### src/rtl/i2c_byte_master.sv
// I2C master byte engine: optional (repeated) START, eight data bits MSB first,
// slave ACK sample, optional STOP. Line drives are open-drain style (0 = pull low, 1 = release).
module i2c_byte_master #(
  parameter int CLK_DIV = 250
) (
  input  logic       clk,
  input  logic       rst,
  input  logic       cmd_valid,
  output logic       cmd_ready,
  input  logic       cmd_start,
  input  logic       cmd_stop,
  input  logic [7:0] tx_data,
  input  logic       sda_i,
  output logic       scl_o,
  output logic       sda_o,
  output logic       done,
  output logic       ack_n
);

  localparam int DW = $clog2(CLK_DIV);

  typedef enum logic [2:0] {IDLE, START, BIT, ACK, STOP} state_e;

  state_e        state_q, state_d;
  logic [1:0]    quarter_q, quarter_d;
  logic [2:0]    bitCnt_q, bitCnt_d;
  logic [7:0]    data_q, data_d;
  logic          stop_q, stop_d;
  logic [DW-1:0] div_q, div_d;
  logic          scl_q, scl_d;
  logic          sda_q, sda_d;
  logic          ready_q, ready_d;
  logic          done_q, done_d;
  logic          ack_q, ack_d;
  logic          sync1_q, sync2_q;
  logic          accept;
  logic          tick;

  assign accept    = cmd_valid & ready_q;
  assign tick      = (state_q != IDLE) && (div_q == DW'(CLK_DIV - 1));
  assign cmd_ready = ready_q;
  assign scl_o     = scl_q;
  assign sda_o     = sda_q;
  assign done      = done_q;
  assign ack_n     = ack_q;

  // Line values are computed for the quarter being entered, so they change only on
  // an accept or a tick and always come straight out of a flop.
  always_comb begin
    state_d   = state_q;
    quarter_d = quarter_q;
    bitCnt_d  = bitCnt_q;
    data_d    = data_q;
    stop_d    = stop_q;
    div_d     = div_q;
    scl_d     = scl_q;
    sda_d     = sda_q;
    ready_d   = ready_q;
    done_d    = 1'b0;
    ack_d     = ack_q;
    if (accept) begin
      data_d    = tx_data;
      stop_d    = cmd_stop;
      div_d     = '0;
      quarter_d = 2'd0;
      bitCnt_d  = 3'd7;
      ready_d   = 1'b0;
      state_d   = cmd_start ? START : BIT;
    end else if (state_q != IDLE) begin
      if (tick) begin
        div_d     = '0;
        quarter_d = quarter_q + 2'd1;
        if (state_q == ACK && quarter_q == 2'd2) ack_d = sync2_q;
        if (quarter_q == 2'd3) begin
          case (state_q)
            START: state_d = BIT;
            BIT: begin
              if (bitCnt_q == 3'd0) state_d = ACK;
              else bitCnt_d = bitCnt_q - 3'd1;
            end
            ACK:     state_d = stop_q ? STOP : IDLE;
            default: state_d = IDLE;
          endcase
          if (state_d == IDLE) begin
            ready_d = 1'b1;
            done_d  = 1'b1;
          end
        end
      end else begin
        div_d = div_q + DW'(1);
      end
    end
    if (accept || tick) begin
      case (state_d)
        START: begin
          case (quarter_d)
            2'd0: sda_d = 1'b1;
            2'd1: begin scl_d = 1'b1; sda_d = 1'b1; end
            2'd2: begin scl_d = 1'b1; sda_d = 1'b0; end
            default: begin scl_d = 1'b0; sda_d = 1'b0; end
          endcase
        end
        BIT: begin
          scl_d = quarter_d[0] ^ quarter_d[1];
          sda_d = data_d[bitCnt_d];
        end
        ACK: begin
          scl_d = quarter_d[0] ^ quarter_d[1];
          sda_d = 1'b1;
        end
        STOP: begin
          case (quarter_d)
            2'd0: begin scl_d = 1'b0; sda_d = 1'b0; end
            2'd1: begin scl_d = 1'b1; sda_d = 1'b0; end
            default: begin scl_d = 1'b1; sda_d = 1'b1; end
          endcase
        end
        default: ;
      endcase
    end
  end

  always_ff @(posedge clk) begin
    if (rst) begin
      state_q   <= IDLE;
      quarter_q <= 2'd0;
      bitCnt_q  <= 3'd7;
      data_q    <= 8'h00;
      stop_q    <= 1'b0;
      div_q     <= '0;
      scl_q     <= 1'b1;
      sda_q     <= 1'b1;
      ready_q   <= 1'b1;
      done_q    <= 1'b0;
      ack_q     <= 1'b1;
      sync1_q   <= 1'b1;
      sync2_q   <= 1'b1;
    end else begin
      state_q   <= state_d;
      quarter_q <= quarter_d;
      bitCnt_q  <= bitCnt_d;
      data_q    <= data_d;
      stop_q    <= stop_d;
      div_q     <= div_d;
      scl_q     <= scl_d;
      sda_q     <= sda_d;
      ready_q   <= ready_d;
      done_q    <= done_d;
      ack_q     <= ack_d;
      sync1_q   <= sda_i;
      sync2_q   <= sync1_q;
    end
  end

endmodule
### config.mk
export PLATFORM = sky130hd
export DESIGN_NAME = i2c_byte_master
export DESIGN_NICKNAME = d
export VERILOG_FILES = /design/src/rtl/i2c_byte_master.sv
export SDC_FILE = /design/constraint.sdc
export NUM_CORES = 1
export LEC_CHECK = 0
export CAP_MARGIN = 30
export CELL_PAD_IN_SITES_DETAIL_PLACEMENT = 0
export CELL_PAD_IN_SITES_GLOBAL_PLACEMENT = 1
export CORE_MARGIN = 2
export CORE_UTILIZATION = 23
export DETAILED_ROUTE_END_ITERATION = 8
export GPL_TIMING_DRIVEN = 0
export HOLD_SLACK_MARGIN = 0.12
export PLACE_DENSITY = 0.53
export RECOVER_POWER = 100
export SYNTH_ARGS = -nofsm -noshare
export SYNTH_HDL_FRONTEND = slang
export SYNTH_SLANG_ARGS = --single-unit
### constraint.sdc
create_clock -name clk -period 2.5 [get_ports clk]
set_input_delay 0.25 -clock clk [delete_from_list [all_inputs] [get_ports clk]]
set_output_delay 0.25 -clock clk [all_outputs]
set_load 0.01 [all_outputs]
==> reports/qor.yml, run 1 <==
die:
  die_h_um: 94.99
  dieArea_sq_um: 9023
  fp.dieW_um: 94.99
  io_pins: 19
  coreArea_sq_um: 8134
  start_util_pct: 23.41
  core.rowCount: 33
setup_path:
  reg2reg_depth: 9
  path_buf_inv: 2
  cpMaxStageDelayCell: "or4bb_1"
  worstPathMaxFanout: 6
  cp-end-kind: "flop"
  path_depth: 9
  cp_data_arrival_time_ns: 2.63
  crit_required_ns: 2.67
  rrSetupSlack_ns: 0.03
  crit_type: "flop to flop"
  critPathLaunchType: "flop"
  cp_top_family: "simple AND/OR/NAND/NOR gates"
  path_cells: "buf_6 > or3_4 > and3_4 > o211ai_1 > ha_2 > inv_2 > or4bb_1 > a31oi_1 > o31ai_1"
  critPathMaxStageDelay_ns: 0.51
global_route:
  grt_max_degree: 11
  grt_pass1_wl_um: 8625
  grt_overflow: 0
  grt_util_all_layers_pct: 12.69
  grt_pass1_vias: 1598
  grt_antenna_before_repair: 0
layout:
  drive_above_1_share_pct: 24.34
  final_common_cell: "nand2_1"
  area_delta_synth_final_pct: 32.92
  n_antenna_cell: 0
  layout_common_cells: "nand2_1, dfxtp_1, nor2_1, a21oi_1, clkdlybuf4s50_1"
  nFillCells: 861
  regArea_sq_um: 656.9
  post-route-util_pct: 31.12
  layout.nets: 290
  multi_input_area_sq_um: 1255
worst_hold_path:
  min_path_cells: 1
  hp-class: "flop to flop"
detailed_routing:
  wl_met3_um: 123
  drc: 0
  m1WireLength_um: 2744
  drt-vias-per-instance: 4.809
  wl_per_cell_um: 14.66
  ant_nets: 0
  wl_um: 5454
  initialDrtViolationCount: 63
  dr.max_layer_used: "met4"
  vias: 1789
  drt_first_pass_iters: 4
  wl_met2_um: 2499
logic_synthesis:
  synthFlopType: "dfxtp_1"
  synth_edf_count: 0
  syn_nets: 255
  yosysUniqueCellTypes: 58
  avgSynthCellArea_sq_um: 8.208
  yosysWarnings: 0
  synth_seq_area_share_pct: 33.64
  synthArstFlopShare_pct: 0
  synth_cells: 232
  synth_seq_cells: 32
  synth_area_sq_um: 1904
clocking:
  max-clock-path-buffers: 2
  insertion_delay_ns: 0.29
  root_buffer: "clkbuf_8"
  path_clk_slew_ns: 0.07
  cts_hold_buffers: 0
  cts.sink_count: 32
  cts_tree: "yes"
  numCtsBuffers: 5
  h-tree-depth: 2
timing:
  relSlewSlack_pct: 63.72
  drv_slew: 0
  tightest_slew_ns: 0.5357
  hold_viol_final: 0
  min_period_over_period_pct: 98.61
  timing.fmax_mhz: 405.6
  finClkSkew_ns: 0.01098
  period_minus_slack_ns: 2.465
  rsz0062_at_grt: "yes"
  setup-violations-final: 0
placed_design:
  io_buffers: 18
  place_congestion: 0.7641
  dp_hpwl_um: 3841
run_status:
  outcome: "finished, final reports clean"
run:
  cap_viol_max_count: 0
power_and_ir_drop:
  finalPower_mw: 1.160
  power_density_nw_per_um2: 458.5
  p_leak_nw: 0.9830
  ir_drop_mv: 0.1240
==> Yosys cell counts, types with 3 or more instances <==
library cell  instances  area (sq um)
inv_1                12         45.04
nor3_1                6         30.03
nor2_1               19         71.32
nand3_1               3         15.01
clkbuf_1              4         15.01
or2_2                 3         18.77
nor4b_1               4         35.03
dfxtp_1              32         640.6
ha_1                  9         112.6
nand2_1              36         135.1
a21oi_1              17         85.08
xor2_1                4         35.03
buf_2                 5         25.02
nand2b_1              5         31.28
nand4_1               4         25.02
or3_1                 5         31.28
mux2i_1               3         30.03
a31oi_1               5         31.28
o21ai_0               6         30.03
and3_1                3         18.77
==> where the power goes <==
group / switching, mW / internal [mW] / total [mW] / leakage [nW]
Clock: 0.203 / 0.245 / 0.449 / 0.0503
Combinational: 0.0882 / 0.0817 / 0.170 / 0.668
Sequential: 0.0156 / 0.526 / 0.542 / 0.265
Total: 0.307 / 0.853 / 1.16 / 0.983
==> final timing paths <==
path,start,endpoint
worst min register to register,sync1_q,sync2_q
worst min-delay path,sync1_q,sync2_q
worst max-delay path,state_q[1],scl_o
worst max register to register,state_q[1],scl_o
==> cells by family after synthesis <==
| family | synth area share [%] |
|---|---|
| DFF | 33.64 |
| and+or+nand+nor | 29.96 |
| AOI/OAI and AO/OA | 20.57 |
| muxes | 1.577 |
| xor gates and xnor gates | 2.300 |
| buffers and inverters | 6.044 |
| adders and majority gates | 5.913 |
==> registers in the layout, indices dropped and copies added (netlist names) <==
register   flops
sda_o          1
sync2_q        1
quarter_q      2
done           1
bitCnt_q       3
div_q          8
ack_n          1
sync1_q        1
stop_q         1
cmd_ready      1
data_q         8
state_q        3
scl_o          1
==> through the flow <==
step	TNS, ns	instance area (sq um)	hold WS, ns	worst slack [ns]	instances
final	0	2531	0.4100	0.03478	372
after global routing	-0.1332	2531	0.4280	-0.06794	372
after CTS	0	2469	0.4154	0.00004818	369
after detailed placement	-0.8725	2216	0.3988	-0.4623	355
after global placement	-0.9707	2216	0.3934	-0.5051	355
after floorplan	0	1904	0.3538	0.01614	232
==> area by class of cell <==
cell class                 count  area share, %
multi-input combinational    175          49.58
sequential                    32          25.95
timing repair buffer          29          10.38
tap                          105          5.190
clock buffer                   7          3.806
buffer                        12          3.312
inverter                      12          1.780
==> layer usage <==
metal | track usage, % | up-vias
met1 | 17.62 | 840
met2 | 19.98 | 29
met4 | 4.348 | 0
met3 | 1.915 | 7
met5 | 0 | -
li1 | - | 913
==> what timing repair did <==
action,CTS,global route
setup endpoints to repair,2,2
setup buffers,7,4
resized for setup,32,13
pin swaps,13,7
(Power assumes the default switching activity.)
==> run 2: changes to the inputs <==
Settings changed: CORE_UTILIZATION 23 to 38, PLACE_DENSITY 0.53 to 0.78.
==> reports/qor.yml, run 2 (same netlist as run 1, synthesis figures left out) <==
placed_design:
  io_buffers: 18  # unchanged
  dp_hpwl_um: 3388  # -12%
  place_ws_ns: -0.3952  # +0.06711 ns
  placedCellCount: 317  # -11%
  place_congestion: 0.8281  # +8.4%
clocking:
  cts_hold_buffers: 0  # unchanged
  cts.sink_count: 32  # unchanged
  path_clk_slew_ns: 0.07  # about the same
  h-tree-depth: 2  # unchanged
  max-clock-path-buffers: 2  # unchanged
  cts_tree: "yes"
  numCtsBuffers: 5  # unchanged
  root_buffer: "clkbuf_8"
  insertion_delay_ns: 0.28  # about the same
layout:
  finalNonFillerCells: 334  # -10%
  top_regs: "data_q x8, div_q x8"
  post-route-util_pct: 51.32  # +20 points
  area_delta_synth_final_pct: 28.98
  drive_above_1_share_pct: 22.47  # -1.9 points
  layout.nets: 290  # unchanged
  layout_common_cells: "nand2_1, dfxtp_1, nor2_1, a21oi_1, buf_4"
  nFillCells: 470  # -45%
  n_antenna_cell: 0  # unchanged
  final_common_cell: "nand2_1"
setup_path:
  crit_required_ns: 2.66  # about the same
  cp_top_family: "compound AO/OA/AOI/OAI gates"
  reg2reg_to: "sda_o"
  critPathLaunchType: "flop"
  rrSetupSlack_ns: 0.02  # about the same
  reg2reg_from: "bitCnt_q[0]"
  path_cells: "inv_6 > ha_4 > ha_4 > nor4b_4 > buf_4 > a31oi_2 > a311oi_1 > mux2i_1 > a2111oi_2 > o221ai_2"
  path_buf_inv: 2  # unchanged
  worstPathMaxFanout: 4  # -2
  critPathMaxStageDelay_ns: 0.49  # -0.02 ns
  worstSetupEndpoint: "sda_o"
  path_depth: 10  # +1
  critPathLaunch: "bitCnt_q[0]"
  cpMaxStageDelayCell: "a2111oi_2"
  crit_top_cell: "ha_4"
  crit_type: "flop to flop"
  cp-end-kind: "flop"
  reg2reg_depth: 10  # +1
  cp_data_arrival_time_ns: 2.63  # about the same
global_route:
  grt_max_degree: 11  # unchanged
  grt_pass1_vias: 1640  # +2.6%
  grt_util_all_layers_pct: 19.44  # +6.7 points
  grt_antenna_before_repair: 0  # unchanged
  grt_pass1_wl_um: 8204  # -4.9%
  grt_overflow: 0  # unchanged
detailed_routing:
  vias: 1763  # -1.5%
  drt-vias-per-instance: 5.278  # +9.8%
  drc: 0  # unchanged
  wl_per_cell_um: 14.61  # -0.32%
  initialDrtViolationCount: 107  # +70%
  ant_nets: 0  # unchanged
  wl_um: 4881  # -11%
  drt_first_pass_iters: 4  # unchanged
die:
  start_util_pct: 39.79  # +16 points
  io_pins: 19  # unchanged
  core.rowCount: 25  # -24%
  die_h_um: 74.79  # -21%
  coreArea_sq_um: 4786  # -41%
  fp.dieW_um: 74.79  # -21%
  dieArea_sq_um: 5594  # -38%
worst_hold_path:
  hp-class: "flop to flop"
  min_path_cells: 1  # unchanged
run:
  cap_viol_max_count: 0  # unchanged
timing:
  drv_slew: 0  # unchanged
  relSlewSlack_pct: 63.75  # about the same
  setup-violations-final: 0  # unchanged
  hold_viol_final: 0  # unchanged
  period_minus_slack_ns: 2.477  # +0.01198 ns
  setup_slack_ns: 0.02279  # -0.01198 ns
  rsz0062_at_grt: "yes"
  tightest_slew_ns: 0.5438  # +0.008093 ns
  timing.fmax_mhz: 403.7  # -0.48%
  finClkSkew_ns: 0.006948  # -0.004036 ns
  min_period_over_period_pct: 99.09  # +0.48 points
power_and_ir_drop:
  p_leak_nw: 0.9713  # -1.2%
  ir_drop_mv: 0.3388  # +170%
  finalPower_mw: 1.130  # -2.6%
  power_density_nw_per_um2: 460.0  # +0.33%
run_status:
  outcome: "finished, final reports clean"
run 2: changes by cell type in the layout (fill, tap and decap cells not counted), moves of 2 or more:
| cell | change |
|---|---|
| clkdlybuf4s50_1 | -2 |
| a2111oi_0 | +2 |
| clkbuf_1 | +2 |
| dlygate4sd3_1 | +2 |
run 2: metal layers:
layer | wire [um] | GRT usage (%) | vias up
met1 | 2428 | 28.85 | 807
met2 | 2220 | 29.01 | 41
met3 | 208 | 4.150 | 2
met4 | 24 | 4.167 | 0
li1 | - | - | 913
met5 | 0 | 0 | -
run 2: timing repair:
| action | CTS | global route |
|---|---|---|
| gates cloned | 0 | 0 |
| setup endpoints to repair | 2 | 2 |
| setup buffers | 7 | 4 |
| gates resized for setup | 25 | 19 |
| pin swaps | 9 | 10 |
run 2: area by class of cell:
type	count	area, sq um	area share (%)
sequential	32	659.4	26.85
inverter	12	50.05	2.038
multi-input combinational	175	1227	49.97
tap	67	83.83	3.413
clock buffer	7	96.34	3.923
buffer	12	80.08	3.260
timing repair buffer	29	259.0	10.55
run 2: power breakdown:
group          internal, mW  switching (mW)  total [mW]
clock                 0.245           0.188       0.433
combinational        0.0744          0.0856       0.160
sequential            0.525          0.0118       0.537
total                 0.844           0.285        1.13
run 2: through the flow:
stage                     cell area [sq um]  hold WS [ns]  setup TNS [ns]
after floorplan                        1904        0.3538               0
after global placement                 2168        0.3936         -0.7650
after detailed placement               2168        0.4005         -0.7501
after CTS                              2402        0.4149        -0.05193
after global routing                   2456        0.4220         -0.1997
final                                  2456        0.4118               0
run 2: worst min path at each step:
| stage | from | to | slack, ns |
|---|---|---|---|
| after floorplan | sda_i | sync1_q | 0.35 |
| final | sync1_q | sync2_q | 0.41 |
| after global routing | sync1_q | sync2_q | 0.42 |
| after detailed placement | sync1_q | sync2_q | 0.40 |
| after global placement | sync1_q | sync2_q | 0.39 |
| after CTS | sync1_q | sync2_q | 0.41 |
